[src/rtl/delta_lif_pkg.sv]
// delta_lif_pkg: definitions shared by the delta-LIF neuron array and its event FIFO.
//   - default parameter constants
//   - FSM state encoding (IDLE, SCAN)
//   - event record layout helpers; a record is {chan, sign, mag}, with mag in the LSBs
package delta_lif_pkg;

    localparam int unsigned DEF_NUM_CH     = 4;
    localparam int unsigned DEF_WIDTH      = 8;
    localparam int unsigned DEF_SPIKE_TH   = 200;
    localparam int unsigned DEF_DELTA_TH   = 50;
    localparam int unsigned DEF_LEAK_SHIFT = 1;
    localparam int unsigned DEF_REFRAC     = 2;
    localparam int unsigned DEF_FIFO_DEPTH = 4;

    typedef enum logic [0:0] {
        ST_IDLE = 1'b0,
        ST_SCAN = 1'b1
    } fsm_state_e;

    // The magnitude field starts at bit 0.
    localparam int unsigned EV_MAG_LSB = 0;

    // Width of the channel index. It is never narrower than one bit.
    function automatic int unsigned chan_w(input int unsigned num_ch);
        return (num_ch > 1) ? $clog2(num_ch) : 1;
    endfunction

    // The sign bit sits directly above the magnitude.
    function automatic int unsigned ev_sign_bit(input int unsigned width);
        return EV_MAG_LSB + width;
    endfunction

    // The channel field sits above the sign bit.
    function automatic int unsigned ev_chan_lsb(input int unsigned width);
        return EV_MAG_LSB + width + 1;
    endfunction

    // Total width of one event record.
    function automatic int unsigned ev_rec_w(input int unsigned width, input int unsigned cw);
        return cw + 1 + width;
    endfunction

endpackage

[src/rtl/delta_event_fifo.sv]
// delta_event_fifo: first-word-fall-through FIFO for the delta-event records.
//   clk, rst          : clock and async active-high reset (clears the pointers and the count)
//   push, push_data   : write request and its data; the write is accepted when not full
//                       or when a pop happens in the same cycle
//   full              : FIFO holds DEPTH entries
//   pop, pop_data     : read request and the head entry; the head is visible while not empty
//   empty             : FIFO holds no entries
module delta_event_fifo
    import delta_lif_pkg::*;
#(
    parameter int unsigned DEPTH  = DEF_FIFO_DEPTH,
    parameter int unsigned DATA_W = 11
) (
    input  logic              clk,
    input  logic              rst,
    input  logic              push,
    input  logic [DATA_W-1:0] push_data,
    output logic              full,
    input  logic              pop,
    output logic [DATA_W-1:0] pop_data,
    output logic              empty
);

    localparam int unsigned AW = $clog2(DEPTH);
    localparam int unsigned CW = AW + 1;

    logic [DATA_W-1:0] r_mem [DEPTH];
    logic [AW-1:0]     r_wr_ptr;
    logic [AW-1:0]     r_rd_ptr;
    logic [CW-1:0]     r_count;
    logic              w_do_push;
    logic              w_do_pop;

    // A pop frees a slot in the same cycle, so a full FIFO can still accept a push.
    assign w_do_pop  = pop && (r_count != '0);
    assign w_do_push = push && ((r_count != CW'(DEPTH)) || w_do_pop);

    assign full     = (r_count == CW'(DEPTH));
    assign empty    = (r_count == '0);
    assign pop_data = r_mem[r_rd_ptr];

    // Storage array. It is not reset, because reading is qualified by empty.
    always_ff @(posedge clk) begin
        if (w_do_push) begin
            r_mem[r_wr_ptr] <= push_data;
        end
    end

    // Pointers and occupancy. DEPTH is a power of two, so the pointers wrap naturally.
    always_ff @(posedge clk or posedge rst) begin
        if (rst) begin
            r_wr_ptr <= '0;
            r_rd_ptr <= '0;
            r_count  <= '0;
        end else begin
            if (w_do_push) begin
                r_wr_ptr <= r_wr_ptr + AW'(1);
            end
            if (w_do_pop) begin
                r_rd_ptr <= r_rd_ptr + AW'(1);
            end
            case ({w_do_push, w_do_pop})
                2'b10:   r_count <= r_count + CW'(1);
                2'b01:   r_count <= r_count - CW'(1);
                default: r_count <= r_count;
            endcase
        end
    end

endmodule

[src/rtl/delta_lif_array.sv]
// delta_lif_array: an array of leaky integrate-and-fire neurons with delta-event output.
//   clk, rst         : clock and async active-high reset
//   in_valid/ready   : handshake for one timestep of currents; ready is high only in IDLE
//   in_current       : unsigned per-channel currents; channel k is at [k*WIDTH +: WIDTH]
//   state_out        : membrane states, packed the same way
//   spike            : per-channel spike flags, held until the next accepted step
//   ev_valid/ready   : delta-event stream taken from the FIFO head
//   ev_chan/sign/mag : event channel, direction (1 = decrease) and magnitude
//   ev_overflow      : sticky flag, set when an event is dropped because the FIFO is full
// Each accepted step updates every channel at once. The block then scans one channel
// per cycle and emits an event when a state has moved by DELTA_TH or more since the
// last value sent for that channel.
module delta_lif_array
    import delta_lif_pkg::*;
#(
    parameter int unsigned NUM_CH     = DEF_NUM_CH,
    parameter int unsigned WIDTH      = DEF_WIDTH,
    parameter int unsigned SPIKE_TH   = DEF_SPIKE_TH,
    parameter int unsigned DELTA_TH   = DEF_DELTA_TH,
    parameter int unsigned LEAK_SHIFT = DEF_LEAK_SHIFT,
    parameter int unsigned REFRAC     = DEF_REFRAC,
    parameter int unsigned FIFO_DEPTH = DEF_FIFO_DEPTH
) (
    input  logic                      clk,
    input  logic                      rst,
    input  logic                      in_valid,
    output logic                      in_ready,
    input  logic [NUM_CH*WIDTH-1:0]   in_current,
    output logic [NUM_CH*WIDTH-1:0]   state_out,
    output logic [NUM_CH-1:0]         spike,
    output logic                      ev_valid,
    input  logic                      ev_ready,
    output logic [chan_w(NUM_CH)-1:0] ev_chan,
    output logic                      ev_sign,
    output logic [WIDTH-1:0]          ev_mag,
    output logic                      ev_overflow
);

    localparam int unsigned CH_W     = chan_w(NUM_CH);
    localparam int unsigned SW       = WIDTH + 1;
    localparam int unsigned EV_W     = ev_rec_w(WIDTH, CH_W);
    localparam int unsigned SIGN_BIT = ev_sign_bit(WIDTH);
    localparam int unsigned CHAN_LSB = ev_chan_lsb(WIDTH);
    localparam int unsigned RF_W     = (REFRAC > 0) ? $clog2(REFRAC + 1) : 1;

    fsm_state_e r_fsm;
    fsm_state_e w_fsm_nxt;
    logic       w_accept;
    logic       w_scan_last;

    logic [CH_W-1:0] r_scan_idx;
    logic            r_in_ready;
    logic            r_overflow;

    logic [NUM_CH*WIDTH-1:0] w_state_flat;
    logic [NUM_CH*WIDTH-1:0] w_last_tx_flat;
    logic [NUM_CH-1:0]       w_spike_flat;

    logic [WIDTH-1:0] w_scan_state;
    logic [WIDTH-1:0] w_scan_last_tx;
    logic [SW-1:0]    w_diff;
    logic             w_neg;
    logic [WIDTH-1:0] w_mag;
    logic             w_need;
    logic             w_push;
    logic             w_pop;
    logic             w_drop;
    logic [EV_W-1:0]  w_push_data;
    logic [EV_W-1:0]  w_pop_data;
    logic             w_full;
    logic             w_empty;

    // FSM state register.
    always_ff @(posedge clk or posedge rst) begin
        if (rst) begin
            r_fsm <= ST_IDLE;
        end else begin
            r_fsm <= w_fsm_nxt;
        end
    end

    // Next state. The scan visits channels 0..NUM_CH-1 and then returns to IDLE.
    always_comb begin
        w_fsm_nxt   = r_fsm;
        w_accept    = 1'b0;
        w_scan_last = (r_scan_idx == CH_W'(NUM_CH - 1));
        case (r_fsm)
            ST_IDLE: begin
                if (in_valid) begin
                    w_accept  = 1'b1;
                    w_fsm_nxt = ST_SCAN;
                end
            end
            ST_SCAN: begin
                if (w_scan_last) begin
                    w_fsm_nxt = ST_IDLE;
                end
            end
            default: w_fsm_nxt = ST_IDLE;
        endcase
    end

    // Control registers: registered ready, scan index and the sticky overflow flag.
    always_ff @(posedge clk or posedge rst) begin
        if (rst) begin
            r_in_ready <= 1'b1;
            r_scan_idx <= '0;
            r_overflow <= 1'b0;
        end else begin
            r_in_ready <= (w_fsm_nxt == ST_IDLE);
            if (w_accept) begin
                r_scan_idx <= '0;
            end else if (r_fsm == ST_SCAN) begin
                r_scan_idx <= r_scan_idx + CH_W'(1);
            end
            if (w_drop) begin
                r_overflow <= 1'b1;
            end
        end
    end

    // Per-channel neuron: leak plus integrate on accept, and refractory hold after a spike.
    for (genvar k = 0; k < NUM_CH; k++) begin : g_ch
        logic [WIDTH-1:0] r_state;
        logic [WIDTH-1:0] r_last_tx;
        logic [RF_W-1:0]  r_refrac;
        logic             r_spike;
        logic [WIDTH-1:0] w_cur;
        logic [SW-1:0]    w_sum;
        logic [WIDTH-1:0] w_next;
        logic             w_fire;
        logic             w_sel;

        assign w_cur  = in_current[k*WIDTH +: WIDTH];
        // s - (s >> LEAK_SHIFT) never goes below zero, so one extra bit holds the sum.
        assign w_sum  = SW'(r_state) - SW'(r_state >> LEAK_SHIFT) + SW'(w_cur);
        assign w_next = w_sum[WIDTH] ? '1 : w_sum[WIDTH-1:0];
        assign w_fire = (32'(w_next) >= SPIKE_TH);
        assign w_sel  = (r_fsm == ST_SCAN) && (r_scan_idx == CH_W'(k));

        always_ff @(posedge clk or posedge rst) begin
            if (rst) begin
                r_state   <= '0;
                r_last_tx <= '0;
                r_refrac  <= '0;
                r_spike   <= 1'b0;
            end else begin
                if (w_accept) begin
                    if (r_refrac != '0) begin
                        r_state  <= '0;
                        r_refrac <= r_refrac - RF_W'(1);
                        r_spike  <= 1'b0;
                    end else if (w_fire) begin
                        r_state  <= '0;
                        r_refrac <= RF_W'(REFRAC);
                        r_spike  <= 1'b1;
                    end else begin
                        r_state  <= w_next;
                        r_spike  <= 1'b0;
                    end
                end
                // Track only what was actually sent, so a dropped event is retried later.
                if (w_push && w_sel) begin
                    r_last_tx <= r_state;
                end
            end
        end

        assign w_state_flat[k*WIDTH +: WIDTH]   = r_state;
        assign w_last_tx_flat[k*WIDTH +: WIDTH] = r_last_tx;
        assign w_spike_flat[k]                  = r_spike;
    end

    // Select the channel under scan.
    always_comb begin
        w_scan_state   = '0;
        w_scan_last_tx = '0;
        for (int k = 0; k < NUM_CH; k++) begin
            if (r_scan_idx == CH_W'(k)) begin
                w_scan_state   = w_state_flat[k*WIDTH +: WIDTH];
                w_scan_last_tx = w_last_tx_flat[k*WIDTH +: WIDTH];
            end
        end
    end

    // Signed change since the last value sent. An event is pushed if space exists or a pop frees it.
    assign w_diff      = SW'(w_scan_state) - SW'(w_scan_last_tx);
    assign w_neg       = w_diff[WIDTH];
    assign w_mag       = w_neg ? WIDTH'(SW'(0) - w_diff) : w_diff[WIDTH-1:0];
    assign w_need      = (r_fsm == ST_SCAN) && (32'(w_mag) >= DELTA_TH);
    assign w_pop       = !w_empty && ev_ready;
    assign w_push      = w_need && (!w_full || w_pop);
    assign w_drop      = w_need && w_full && !w_pop;
    assign w_push_data = {r_scan_idx, w_neg, w_mag};

    delta_event_fifo #(
        .DEPTH  (FIFO_DEPTH),
        .DATA_W (EV_W)
    ) u_fifo (
        .clk       (clk),
        .rst       (rst),
        .push      (w_push),
        .push_data (w_push_data),
        .full      (w_full),
        .pop       (w_pop),
        .pop_data  (w_pop_data),
        .empty     (w_empty)
    );

    assign in_ready    = r_in_ready;
    assign state_out   = w_state_flat;
    assign spike       = w_spike_flat;
    assign ev_overflow = r_overflow;
    assign ev_valid    = !w_empty;
    // The event fields are forced to zero while there is no valid head.
    assign ev_chan     = w_empty ? '0   : w_pop_data[CHAN_LSB +: CH_W];
    assign ev_sign     = w_empty ? 1'b0 : w_pop_data[SIGN_BIT];
    assign ev_mag      = w_empty ? '0   : w_pop_data[EV_MAG_LSB +: WIDTH];

endmodule

[config.mk]
export PLATFORM = sky130hd
export DESIGN_NAME = delta_lif_array
export DESIGN_NICKNAME = d
export VERILOG_FILES = /design/src/rtl/delta_lif_pkg.sv /design/src/rtl/delta_event_fifo.sv /design/src/rtl/delta_lif_array.sv
export SDC_FILE = /design/constraint.sdc
export NUM_CORES = 1
export LEC_CHECK = 0
export BUFFER_PORTS_ARGS = -buffer_cell sky130_fd_sc_hd__buf_2
export CORE_ASPECT_RATIO = 1.25
export CORE_MARGIN = 1
export CORE_UTILIZATION = 39
export DETAILED_ROUTE_END_ITERATION = 10
export RECOVER_POWER = 50
export SLEW_MARGIN = 30
export SYNTH_ARGS = -nofsm -noshare
export SYNTH_HDL_FRONTEND = slang
export SYNTH_SLANG_ARGS = --single-unit
[constraint.sdc]
create_clock -name clk -period 5.5 [get_ports clk]
set_input_delay 0.55 -clock clk [delete_from_list [all_inputs] [get_ports clk]]
set_output_delay 0.55 -clock clk [all_outputs]
set_load 0.05 [all_outputs]
* Yosys cells after proc, flatten, opt, wreduce, memory -nomap -nowiden
Memory sizes are Yosys's and may differ from the RTL's. Cells that the tools add are included.
Cells by class: add/sub/neg operators 19, magnitude comparators 5, equality and inequality tests 7, muxes and demuxes 49, bitwise operators 2, reduce and logical (&&, ||, !) cells 37
Operator list (count):
- 2-to-1 mux 8 bit | 22
- adder 9 x 8 -> 9 bit | 4
- subtractor 8 x 7 -> 9 bit | 4
- >= comparator 8 bit (second input constant) | 4
- 2-to-1 mux 2 bit | 11
- nonzero test 2 bit | 10
- logical AND 1 bit | 15
- 2-to-1 mux 1 bit | 14
- subtractor 8 x 8 -> 9 bit | 1
- >= comparator 8 x 6 -> 1 bit (second input constant) | 1
- AND reduction 2 bit | 4
- subtractor 1 x 8 -> 8 bit (first input constant) | 1
- subtractor 2 x 1 -> 2 bit (second input constant) | 4
- adder 2 x 1 -> 2 bit (second input constant) | 3
- equality test 2 bit (second input constant) | 3
- case mux 3 bit (2 select lines) | 1
- equality test 2 x 1 -> 1 bit (second input constant) | 2
- adder 3 x 1 -> 3 bit (second input constant) | 1
- equality test 3 bit (second input constant) | 1
- zero test 1 bit | 3
- zero test 3 bit | 1
- inequality test 3 bit (second input constant) | 1
- nonzero test 3 bit | 1
- subtractor 3 x 1 -> 3 bit (second input constant) | 1
- 4 further kinds | 6
Storage, ports and cells: register bits 88, RAM bits 44, input bits 36, output and inout port bits 50, word-level logic and storage cells 143, memories 1
Memory list:
- u_fifo.r_mem | words 4, width 11, rd ports 1, clocked after memory_dff 0, write ports 1, RTL line delta_event_fifo.sv:27 | logic [DATA_W-1:0] r_mem [DEPTH];

* Longest topological paths before layout
depth in word-level cells 14, mapped depth 27

* Cells and area by module
From an unflattened synthesis, not the netlist that was laid out.
Unflattened totals: cells, all modules 969, area, all modules 9327.7 µm²
By module, submodules not included:
- delta_lif_array | times used 1, cells an instance 858, area each 7224.4 µm², seq. area each 2028.2 µm²
- delta_event_fifo | times used 1, cells an instance 111, area each 2103.3 µm², seq. area each 1496.4 µm²

* Least setup slack after synthesis
No wires, ideal clock.
path type reg2reg, from register r_scan_idx[0], to register u_fifo.r_count[2], arrival 4.938 ns, slack 0.483 ns, cell stages (with the launch flop) 26, path buffers 2, clock period less this slack 5.017 ns, cells stage by stage dfrtp_1 -> inv_1 -> ha_1 -> clkbuf_1 -> buf_2 -> nand2_1 -> nor2_1 -> a211oi_1 -> a211oi_1 -> a21oi_1 -> ha_1 -> fa_1 -> nand2b_2 -> a211oi_2 -> o21ai_0 -> a2111oi_4 -> mux2_4 -> nand4_2 -> o2111ai_4 -> nand2_2 -> ha_1 -> inv_1 -> fa_1 -> xor2_1 -> nor2_1 -> xor2_1
On the way: cells in the longest elaborated chain, start to end 14, elaborated cells between the ends (all ways) 23
RTL lines:
- from (decl) | RTL line delta_lif_array.sv:51 | logic [CH_W-1:0] r_scan_idx;
- from (signal assigned) | RTL line delta_lif_array.sv:114 | r_scan_idx <= r_scan_idx + CH_W'(1);
- zero test 2 bit | RTL line delta_lif_array.sv:179 | if (r_scan_idx == CH_W'(k)) begin
- 2-to-1 mux 8 bit (4 in series) | RTL line delta_lif_array.sv:179
- subtractor 8 x 8 -> 9 bit * | RTL line delta_lif_array.sv:187 | assign w_diff = SW'(w_scan_state) - SW'(w_scan_last_tx);
- subtractor 1 x 8 -> 8 bit | RTL line delta_lif_array.sv:189 | assign w_mag = w_neg ? WIDTH'(SW'(0) - w_diff) : w_diff[WIDTH-1:0];
- 2-to-1 mux 8 bit * | RTL line delta_lif_array.sv:189
- >= comparator 8 x 6 -> 1 bit * | RTL line delta_lif_array.sv:190 | assign w_need = (r_fsm == ST_SCAN) && (32'(w_mag) >= DELTA_TH);
- logical AND 1 bit * | RTL line delta_lif_array.sv:190
- logical AND 1 bit * | RTL line delta_lif_array.sv:192 | assign w_push = w_need && (!w_full || w_pop);
- logical AND 1 bit * | RTL line delta_event_fifo.sv:36 | assign w_do_push = push && ((r_count != CW'(DEPTH)) || w_do_pop);
- equality test 2 x 1 -> 1 bit or equality test 2 bit (tied branches) | RTL line delta_event_fifo.sv:62 | case ({w_do_push, w_do_pop})
- case mux 3 bit (2 select lines) or nonzero test 2 bit (tied branches)
- to (signal assigned) | RTL line delta_event_fifo.sv:63 | 2'b10: r_count <= r_count + CW'(1);
- to (signal assigned) | RTL line delta_event_fifo.sv:64 | 2'b01: r_count <= r_count - CW'(1);
- to (signal assigned) | RTL line delta_event_fifo.sv:65 | default: r_count <= r_count;
- to (decl) | RTL line delta_event_fifo.sv:30 | logic [CW-1:0] r_count;
Every way passes the cells marked *; elsewhere a longest branch is shown, timed or not. A chain may end at the register's enable or synchronous reset.

* Worst setup path after layout
from register r_scan_idx[1], to register u_fifo.r_count[2]
Same word-level chain as after synthesis.

==> out/results.txt <==
Min-Delay Endpoint: r_scan_idx[1]$_DFFE_PP0P_
Initial Util: 40.1%
reported max-cap violation count: 2
Required @ worst endpoint: 5.84 ns
Post-Synthesis Net Count: 1,054
global-route total usage across every layer: 16.6%
Synth async-reset ratio: 66.7%
GPL Wtd Cong: 0.808
number of CTS-inserted buffers: 17
Core Rows: 62
Post-synth EDFFs: 44
largest family of logic cells by synthesized area: adder cells
Relative slew margins: -47.1%
DIE WIDTH: 140 µm
endpoint class of the critical path: flop
detailed-route wire length: 18,900 µm
proportion of layout cells with a drive suffix above 1: 15.6%
Vias per Instance: 5.09
startpoint class of the critical path: flop
basic-gate share of the synthesized area counting and, or, nand and nor cells: 12.2%
setup-violating endpoint count in the final report: 0
Netlist Area Pre-Place: 9300 µm²
violated checks: capacitance limit, slew limit
HP Class: input port to flop
Die Footprint: 24,500 µm²
detailed-router iteration count before antenna repair: 4
biggest area contributors in the synthesized netlist: dfrtp_1, edfxtp_1, ha_1
Synth Area in XOR/XNOR: 4.10%
number of sinks handled by clock tree synthesis: 132
total global routing overflow: 0
TritonCTS clock tree: done
launching point of the worst reg2reg path: r_scan_idx[1]$_DFFE_PP0P_
warning count from the yosys run: 0
pin count of the biggest net entering global routing: 49
library cells used by synthesis: 75
Antenna Nets Post-Route: 0
detail-routed net length per standard cell: 14.5 µm
Top FF cell, synth: dfrtp_1
total number of H-tree levels: 4
Vias: 6,632
unrepaired setup endpoints after global routing: false
fin crit share: 91.4%
cell with the most instances after synthesis: inv_1
number of synthesized register bits: 132
R2R Setup Slk: 0.47 ns
Synth Area in Compound Gates: 13.2%
outcome: finished with violations
CP max FO: 11
top cell type by total area after synthesis: dfrtp_1
average size of a mapped cell: 10.1 µm²
number of instances on the worst hold path: 2
signed area change from the synthesized netlist to the final layout: 14.1%
area of the core: 23,200 µm²
final number of hold-violating endpoints: 0
Tightest Pin Transition: 2.21 ns
number of antenna violations at the first check in global routing: 0
Inserted Diodes: 0
reg-to-reg endpoint: u_fifo.r_count[2]$_DFFE_PP0P_
number of buffers on the longest clock path: 2
number of global-route vias before repair: 6,625
peak clock frequency supported by timing: 0.199 GHz
Final min period: 5.03 ns
Post-Route Skew: 0.00665 ns
arrival time of the worst setup path: 5.37 ns
sequential fraction of the synthesis area: 37.9%
final-layout setup total negative slack: 0 ns
count of buffers inserted at the top-level ports: 85
area share of fa/ha/maj cells after synthesis: 15.5%
top post-synthesis cells by count: inv_1, dfrtp_1, nor2_1
Post-CTS Hold Fix Bufs: 0
hold path startpoint: in_valid
CTS root buf: clkbuf_16
number of cells on the worst reg-to-reg path: 25
dpl hpwl: 14,700 µm
fillcell total: 2,222
number of design-rule violations left by the first detailed-router iteration: 309
clk slew on worst S/H paths: 0.05 ns
share of the synthesized area in the top cell type: 23.4%
fraction of synthesized area in multiplexers: 9.25%
number of max-slew violations in the final report: 91
worst setup path category: flop to flop
later-pin clock latency in the skew report: 0.42 ns
first-pass GRT wire length: 31,900 µm
Layout Nets: 1,136
number of design rule violations left after detail routing: 0
cell count after synthesis: 921
Die Ht: 175 µm
ports placed on the boundary: 86
-- sequential cells by signal (all words and copies together), names as in the netlist --
register and flops:
u_fifo.r_mem 44, g_ch.r_last_tx 32, g_ch.r_state 32, g_ch.r_refrac 8, g_ch.r_spike 4, u_fifo.r_count 3
r_scan_idx 2, u_fifo.r_rd_ptr 2, u_fifo.r_wr_ptr 2, ev_overflow 1, in_ready 1, r_fsm 1
-- per-stage QoR --
step,cells,util [%],cell area [µm²],hold WS [ns],setup WS (ns)
after floorplan,921,-,9300,0.449,0.483
after global placement,1272,43.2,10000,0.465,0.532
after detailed placement,1272,43.2,10000,0.463,0.398
after CTS,1304,46.0,10700,0.289,0.368
after global routing,1304,45.8,10600,0.351,0.0339
final,1304,45.8,10600,0.340,0.472
-- routing by layer --
layer  up-vias  part of all wire [%]  global-route usage (%)
li1       3292                     -                       -
met1      3207                    45                    20.4
met4         0                   1.5                    5.31
met3        21                   3.1                    3.12
met2       112                    50                    29.2
met5         -                     0                       0
-- worst max-delay path: stages, from the launching register on --
cell and delay, ns:
dfrtp_1 0.44, inv_1 0.11, ha_1 0.29, buf_4 0.21, nand2_1 0.07, nor2_1 0.04, a21oi_1 0.12, nor2_1 0.05
a21oi_1 0.11, o21ai_0 0.08, ha_1 0.23, fa_1 0.43, nand2b_2 0.22, a211oi_2 0.24, o21ai_0 0.19, a2111oi_4 0.35
mux2_4 0.35, nand4_2 0.11, o2111ai_4 0.14, nand2_2 0.13, ha_1 0.19, inv_1 0.06, fa_1 0.37, xor2_1 0.15
nor2_1 0.12, xor2_1 0.16
-- cell usage in the layout, fill, tap and decap left out, types with 4 or more instances in the layout --
cell         n
a211oi_1     5
nor2_1      68
inv_1      161
mux2i_1      5
nand2_1     58
nand2b_1     6
a21o_1       8
xor2_1      10
a31oi_1      5
o21ai_1      5
mux2_4      33
mux4_2      11
edfxtp_1    44
or2_2        5
o31ai_1     10
and2_1      16
nor3_1       8
xnor2_1     28
a22o_1       9
o21ai_0     35
nor2b_1     11
buf_4        7
ha_1        67
o22ai_1     17
fa_1        30
or3_1        9
dfrtp_1     86
nor3b_1      6
nand3_4      5
and3_2       4
a21oi_1     58
buf_2       35
clkbuf_16   19
clkbuf_1    51
-- cell families after synthesis --
group | after synthesis
xor gates and xnor gates | 41
buffers and inverters | 193
and+or+nand+nor | 217
adders and majority gates | 97
DFF | 132
AOI/OAI and AO/OA | 186
muxes | 55
-- worst max-delay path by stage --
stage / from / to / slack (ns)
floorplan: r_scan_idx[0]$_DFFE_PP0P_ / u_fifo.r_count[2]$_DFFE_PP0P_ / 0.48
global placement: r_scan_idx[0]$_DFFE_PP0P_ / u_fifo.r_count[2]$_DFFE_PP0P_ / 0.53
detailed placement: r_scan_idx[0]$_DFFE_PP0P_ / u_fifo.r_count[2]$_DFFE_PP0P_ / 0.40
CTS: r_scan_idx[0]$_DFFE_PP0P_ / u_fifo.r_count[2]$_DFFE_PP0P_ / 0.37
global route: r_scan_idx[1]$_DFFE_PP0P_ / u_fifo.r_count[2]$_DFFE_PP0P_ / 0.03
finish: r_scan_idx[1]$_DFFE_PP0P_ / u_fifo.r_count[2]$_DFFE_PP0P_ / 0.47
-- layout make-up --
class                           count  area (µm²)  area share [%]
Multi-Input combinational cell    596        5040            47.5
Sequential cell                   132        3530            33.2
Inverter                          163         613            5.78
Clock buffer                       22         517            4.87
Timing Repair Buffer               93         419            3.95
Tap cell                          288         360            3.40
Clock inverter                     10         139            1.31
-- what timing repair did --
action                                  4_1_cts  5_1_grt
resized for setup                             0        1
endpoints found under the setup margin        0        1
hold endpoints to repair                      0        0
buffers inserted                              0        0
Power is not shown: default switching activity piles up to over one toggle a cycle in this logic, so the estimate is an artifact.
